--- src/rtl/antic_line_buffer.sv ---
`default_nettype none
// +-----------------------------------------------------------------------------+
// | antic_line_buffer: captures one mode line of playfield DMA bytes, then      |
// | replays them on repeat scanlines.                              Rev 1.0      |
// +-----------------------------------------------------------------------------+
module antic_line_buffer #(
  parameter int DEPTH = 48,
  parameter int WIDTH = 8
) (
  input  logic             phi2,
  input  logic             rst_L,
  input  logic             newLine,
  input  logic             lineStart,
  input  logic [6:0]       numBytes,
  input  logic             wr_en,
  input  logic [WIDTH-1:0] DB,
  input  logic             rd_en,
  output logic [WIDTH-1:0] data_out,
  output logic             data_valid,
  output logic             lineDone,
  output logic [1:0]       curr_state,
  output logic [5:0]       length,
  output logic             ovf
);

  typedef enum logic [1:0] {
    S_IDLE   = 2'b00,
    S_FILL   = 2'b01,
    S_HOLD   = 2'b10,
    S_REPLAY = 2'b11
  } state_t;

  localparam logic [6:0] c_depth_w7 = 7'(DEPTH);
  localparam logic [5:0] c_depth_w6 = 6'(DEPTH);

  state_t           r_state, w_state_nxt;
  logic [5:0]       r_wr_ptr, w_wr_ptr_nxt;
  logic [5:0]       r_rd_ptr, w_rd_ptr_nxt;
  logic [5:0]       r_length, w_length_nxt;
  logic [WIDTH-1:0] r_data_out, w_data_out_nxt;
  logic             r_data_valid, w_data_valid_nxt;
  logic             r_line_done, w_line_done_nxt;
  logic             r_ovf, w_ovf_nxt;
  logic             w_mem_we;
  logic [5:0]       w_wr_ptr_inc;
  logic [5:0]       w_rd_ptr_inc;
  logic [WIDTH-1:0] r_mem [DEPTH];

  assign w_wr_ptr_inc = r_wr_ptr + 6'd1;
  assign w_rd_ptr_inc = r_rd_ptr + 6'd1;

  always_comb begin
    w_state_nxt      = r_state;
    w_wr_ptr_nxt     = r_wr_ptr;
    w_rd_ptr_nxt     = r_rd_ptr;
    w_length_nxt     = r_length;
    w_data_out_nxt   = r_data_out;
    w_data_valid_nxt = 1'b0;
    w_line_done_nxt  = 1'b0;
    w_ovf_nxt        = r_ovf;
    w_mem_we         = 1'b0;

    if (newLine) begin
      w_length_nxt = (numBytes > c_depth_w7) ? c_depth_w6 : numBytes[5:0];
      w_ovf_nxt    = (numBytes > c_depth_w7);
      w_wr_ptr_nxt = 6'd0;
      w_rd_ptr_nxt = 6'd0;
      if (numBytes == 7'd0) begin
        w_state_nxt     = S_HOLD;
        w_line_done_nxt = 1'b1;
      end else begin
        w_state_nxt = S_FILL;
      end
    end else begin
      // DMA bytes are only expected while filling; anything else is lost
      if (wr_en && (r_state != S_FILL)) w_ovf_nxt = 1'b1;

      case (r_state)
        S_FILL: begin
          if (wr_en) begin
            w_mem_we         = 1'b1;
            w_data_out_nxt   = DB;
            w_data_valid_nxt = 1'b1;
            w_wr_ptr_nxt     = w_wr_ptr_inc;
            if (w_wr_ptr_inc == r_length) begin
              w_state_nxt     = S_HOLD;
              w_line_done_nxt = 1'b1;
            end
          end
        end
        S_HOLD: begin
          if (lineStart) begin
            if (r_length == 6'd0) begin
              w_line_done_nxt = 1'b1;
            end else begin
              w_state_nxt  = S_REPLAY;
              w_rd_ptr_nxt = 6'd0;
            end
          end
        end
        S_REPLAY: begin
          if (lineStart) begin
            w_rd_ptr_nxt = 6'd0;
          end else if (rd_en) begin
            w_data_out_nxt   = r_mem[r_rd_ptr];
            w_data_valid_nxt = 1'b1;
            w_rd_ptr_nxt     = w_rd_ptr_inc;
            if (w_rd_ptr_inc == r_length) begin
              w_state_nxt     = S_HOLD;
              w_line_done_nxt = 1'b1;
            end
          end
        end
        default: ;
      endcase
    end
  end

  always_ff @(posedge phi2 or negedge rst_L) begin
    if (!rst_L) begin
      r_state      <= S_IDLE;
      r_wr_ptr     <= 6'd0;
      r_rd_ptr     <= 6'd0;
      r_length     <= 6'd0;
      r_data_out   <= '0;
      r_data_valid <= 1'b0;
      r_line_done  <= 1'b0;
      r_ovf        <= 1'b0;
    end else begin
      r_state      <= w_state_nxt;
      r_wr_ptr     <= w_wr_ptr_nxt;
      r_rd_ptr     <= w_rd_ptr_nxt;
      r_length     <= w_length_nxt;
      r_data_out   <= w_data_out_nxt;
      r_data_valid <= w_data_valid_nxt;
      r_line_done  <= w_line_done_nxt;
      r_ovf        <= w_ovf_nxt;
    end
  end

  // Storage is deliberately outside the reset domain so contents survive rst_L
  always_ff @(posedge phi2) begin
    if (w_mem_we) r_mem[r_wr_ptr] <= DB;
  end

  assign data_out   = r_data_out;
  assign data_valid = r_data_valid;
  assign lineDone   = r_line_done;
  assign curr_state = r_state;
  assign length     = r_length;
  assign ovf        = r_ovf;

endmodule
`default_nettype wire

--- config.mk ---
export PLATFORM = sky130hd
export DESIGN_NAME = antic_line_buffer
export DESIGN_NICKNAME = d
export VERILOG_FILES = /design/src/rtl/antic_line_buffer.sv
export SDC_FILE = /design/constraint.sdc
export NUM_CORES = 1
export LEC_CHECK = 0
export CORE_MARGIN = 5
export CORE_UTILIZATION = 40
export DETAILED_ROUTE_END_ITERATION = 6
export PLACE_DENSITY_LB_ADDON = 0.25
export SETUP_SLACK_MARGIN = 0.02
export SLEW_MARGIN = 20
export SYNTH_ARGS = -nofsm -noshare
export SYNTH_HDL_FRONTEND = slang
export SYNTH_SLANG_ARGS = --single-unit
export TNS_END_PERCENT = 100
--- constraint.sdc ---
create_clock -name phi2 -period 6.7 [get_ports phi2]
set_clock_uncertainty 0.05 [all_clocks]
set_input_delay 1.34 -clock phi2 [delete_from_list [all_inputs] [get_ports phi2]]
set_output_delay 1.34 -clock phi2 [all_outputs]
set_load 0.03 [all_outputs]
==> run_results.csv <==
group,metric,value,unit
clocking,cts.htree.levels,2,
run,max-cap-violations,0,
sta,relSlewSlack,27.0,%
power_and_ir_drop,p_seq_share,51.2,%
placed_design,dpl.hpwl,24.1,mm
logic_synthesis,synth_area_leaders,"edfxtp_1 69%, mux4_2 12%, dfrtp_1 4.6%",
sta,setup_viol,0,
clocking,numClockSinks,415,
logic_synthesis,synth.avg_cell_area,18.5,um2
placed_design,gp_congestion,0.823,
die,die_area,0.0461,mm2
logic_synthesis,ys.flop_type,"edfxtp_1",
die,rows,75,
placed_design,dp.cells,1447,
clocking,ctsResizeCount,0,
setup_path,path_max_fanout,8,
clocking,post_cts.repair.setup_buffers,0,
clocking,numCtsBuffers,44,
global_routing,grt_usage,17.0,%
drt,drt_iter0_drc,882,
clocking,clockRootBuffer,"clkbuf_16",
power_and_ir_drop,p_sw,1.20,mW
setup_path,cp-start-kind,"input pin",
sta,period_minus_slack,3740,ps
logic_synthesis,synth_seq_cells,415,
clocking,cts.clk_slew.worst_paths,60,ps
global_routing,grt_max_degree,57,
setup_path,worstPathArrival,3850,ps
drt,drtPass1Iterations,6,
global_routing,grt-ovfl-total,0,
power_and_ir_drop,swShare,21.3,%
sta,fmax,267,MHz
logic_synthesis,synth_nets,926,
sta,hold_viol_final,0,
logic_synthesis,synth-edff-count,384,
layout,layout.cells.non_filler,1528,
logic_synthesis,yosysUniqueCellTypes,61,
power_and_ir_drop,p_clk_share,43.2,%
die,core_area,0.0417,mm2
logic_synthesis,async_reset_ff_share,7.47,%
clocking,hold_buffers,0,
setup_path,crit_type,"input pin to register",
sta,worstMarginPinSlew,1090,ps
die,initial_core_util,40.2,%
power_and_ir_drop,power.leakage,5.92,nW
sta,finalCritPeriodShare,55.9,%
drt,drt-vias-per-instance,5.66,
global_routing,grt_pass1_vias,8842,
worst_hold_path,hold_path_class,"register to register",
clocking,clock_latency,540,ps
power_and_ir_drop,combPwrFrac,5.6,%
layout,syn2layout_area_growth,14.1,%
logic_synthesis,yosysWarningCount,0,
die,pin_count,40,
setup_path,endpoint_kind,"register",
logic_synthesis,yosysTopAreaCellShare,68.9,%
drt,drc,0,
drt,post_drt_wl_per_cell,25.9,um
layout,drive_above_1_share,18.9,%
die,die_w,215,um
logic_synthesis,syn_area,0.0167,mm2
drt,wl,39.5,mm
clocking,cts_tree,"yes",
logic_synthesis,yosys.area.top_type,"edfxtp_1",
drt,ant_nets,0,
placed_design,portBuffers,39,
clocking,clockBufferDepth,3,
sta,drv_slew,0,
power_and_ir_drop,powerDensity,296,mW/mm2
sta,setup-tns-final,0,ps
setup_path,required,6810,ps
die,die_height,215,um
layout,antenna_cells,0,
global_routing,antenna_found_initial,0,
drt,vias,8654,
logic_synthesis,synthCells,903,
outcome,outcome,"complete, no violations",
setup_path,reg2reg_setup_slack,3360,ps
global_routing,grt_pass1_wl,59.1,mm
sta,rsz0062_at_grt,"false",
power_and_ir_drop,intPower,4.45,mW
logic_synthesis,ys_seq_area_share,73.5,%
power_and_ir_drop,peakVddDrop,0.178,mV
layout,fin_nets,977,
-- layer usage --
metal,wire length (um),GRT usage [%]
met1,17500,25.1
met2,17900,25.7
met3,2900,3.36
met4,1180,5.24
met5,0,0
-- metrics by stage --
stage / hold WS (ps) / area, um2 / total power, mW / util [%] / setup slack [ps]
after detailed placement: 482 / 17600 / 3.27 / 42.3 / 2390
after CTS: 519 / 19100 / 5.70 / 45.9 / 2910
after global routing: 544 / 19100 / 5.83 / 45.9 / 2790
final: 509 / 19100 / 5.66 / 45.9 / 2960
after floorplan: 553 / 16700 / 3.10 / - / 3740
after global placement: 480 / 17600 / 3.27 / 42.3 / 2540
-- critical path, stage by stage --
cell             delay [ps]
clkdlybuf4s50_1         560
nand3b_1                230
nor3_1                  420
nand3_1                 550
nor2_1                  750
-- placed cells by master, fill, tap and decap left out, types with 3 or more instances in the layout --
master	count
edfxtp_1	384
nor2_1	86
mux4_2	86
clkbuf_16	44
mux2i_1	42
nand2_1	35
clkdlybuf4s50_1	31
dfrtp_1	28
a21oi_1	17
nand3_1	15
o221ai_1	13
o22ai_1	12
clkinv_1	12
buf_4	12
o21ai_0	10
a211oi_1	10
xnor2_1	9
xor2_1	8
clkinv_2	8
inv_1	7
a22oi_1	7
bufinv_16	7
buf_2	7
nor3_1	6
nand2b_1	6
a22o_1	6
nand3b_1	5
nor2b_1	5
a31oi_1	5
o311a_1	5
clkbuf_1	4
or3_1	3
or4_1	3
clkinvlp_4	3
-- power groups by stage --
stage | Combinational [mW] | Clock, mW | Sequential, mW
global route | 0.339 | 2.60 | 2.90
finish | 0.316 | 2.45 | 2.89
global placement | 0.318 | 0 | 2.95
floorplan | 0.149 | 0 | 2.96
detailed placement | 0.319 | 0 | 2.95
CTS | 0.320 | 2.49 | 2.89
-- cell type report --
| cell class | count | area, um2 |
|---|---|---|
| clock buffer | 48 | 1120 |
| clock inverter | 33 | 352 |
| fill | 3520 | 22600 |
| inverter | 8 | 30.0 |
| multi-input combinational | 434 | 4170 |
| sequential | 415 | 12300 |
| tap | 539 | 674 |
| timing repair buffer | 51 | 455 |
-- sequential cells by signal (all words and copies together) (netlist names), 2 cells and up --
register / count
curr_state: 2
data_out: 8
length: 6
r_mem: 384
r_rd_ptr: 6
r_wr_ptr: 6
-- synthesized netlist by cell type, drive strengths merged, types with 2 or more instances --
cell	n
mux2i	42
xnor2	9
and3	2
a22o	6
o22ai	12
a22oi	7
nor2	86
nor2b	5
a211o	2
nand3b	5
ha	2
o31ai	2
inv	8
o21ai	10
dfrtp	31
or3b	2
clkbuf	19
nand3	16
mux4	86
nor3	6
or4	4
a21o	2
nand2	35
edfxtp	384
a21oi	18
or2	2
mux2	2
or3	3
o311a	5
nand2b	6
o21a	2
buf	27
o211ai	2
nand4	2
o221ai	13
a211oi	11
a31oi	5
xor2	8
-- logic make-up after synthesis --
| group | after synthesis | share of synthesized area (%) |
|---|---|---|
| compound gates | 108 | 4.82 |
| xor+xnor | 17 | 0.889 |
| fa+ha+maj | 2 | 0.149 |
| buf+inv | 54 | 1.60 |
| flops | 415 | 73.5 |
| mux | 130 | 14.2 |
| simple gates | 177 | 4.83 |
-- path summary, 6_finish.rpt --
check | depth (start not counted) | end | start
min in group asynchronous | 2 | data_valid | rst_L
setup reg to reg | 5 | data_out[0] | r_rd_ptr[0]
hold reg to reg | 2 | ovf | ovf
setup / recovery | 5 | r_mem[30][7] | wr_en
max in group asynchronous | 2 | r_rd_ptr[0] | rst_L
hold / removal | 2 | ovf | ovf
Power figures use the tool's default switching activity.
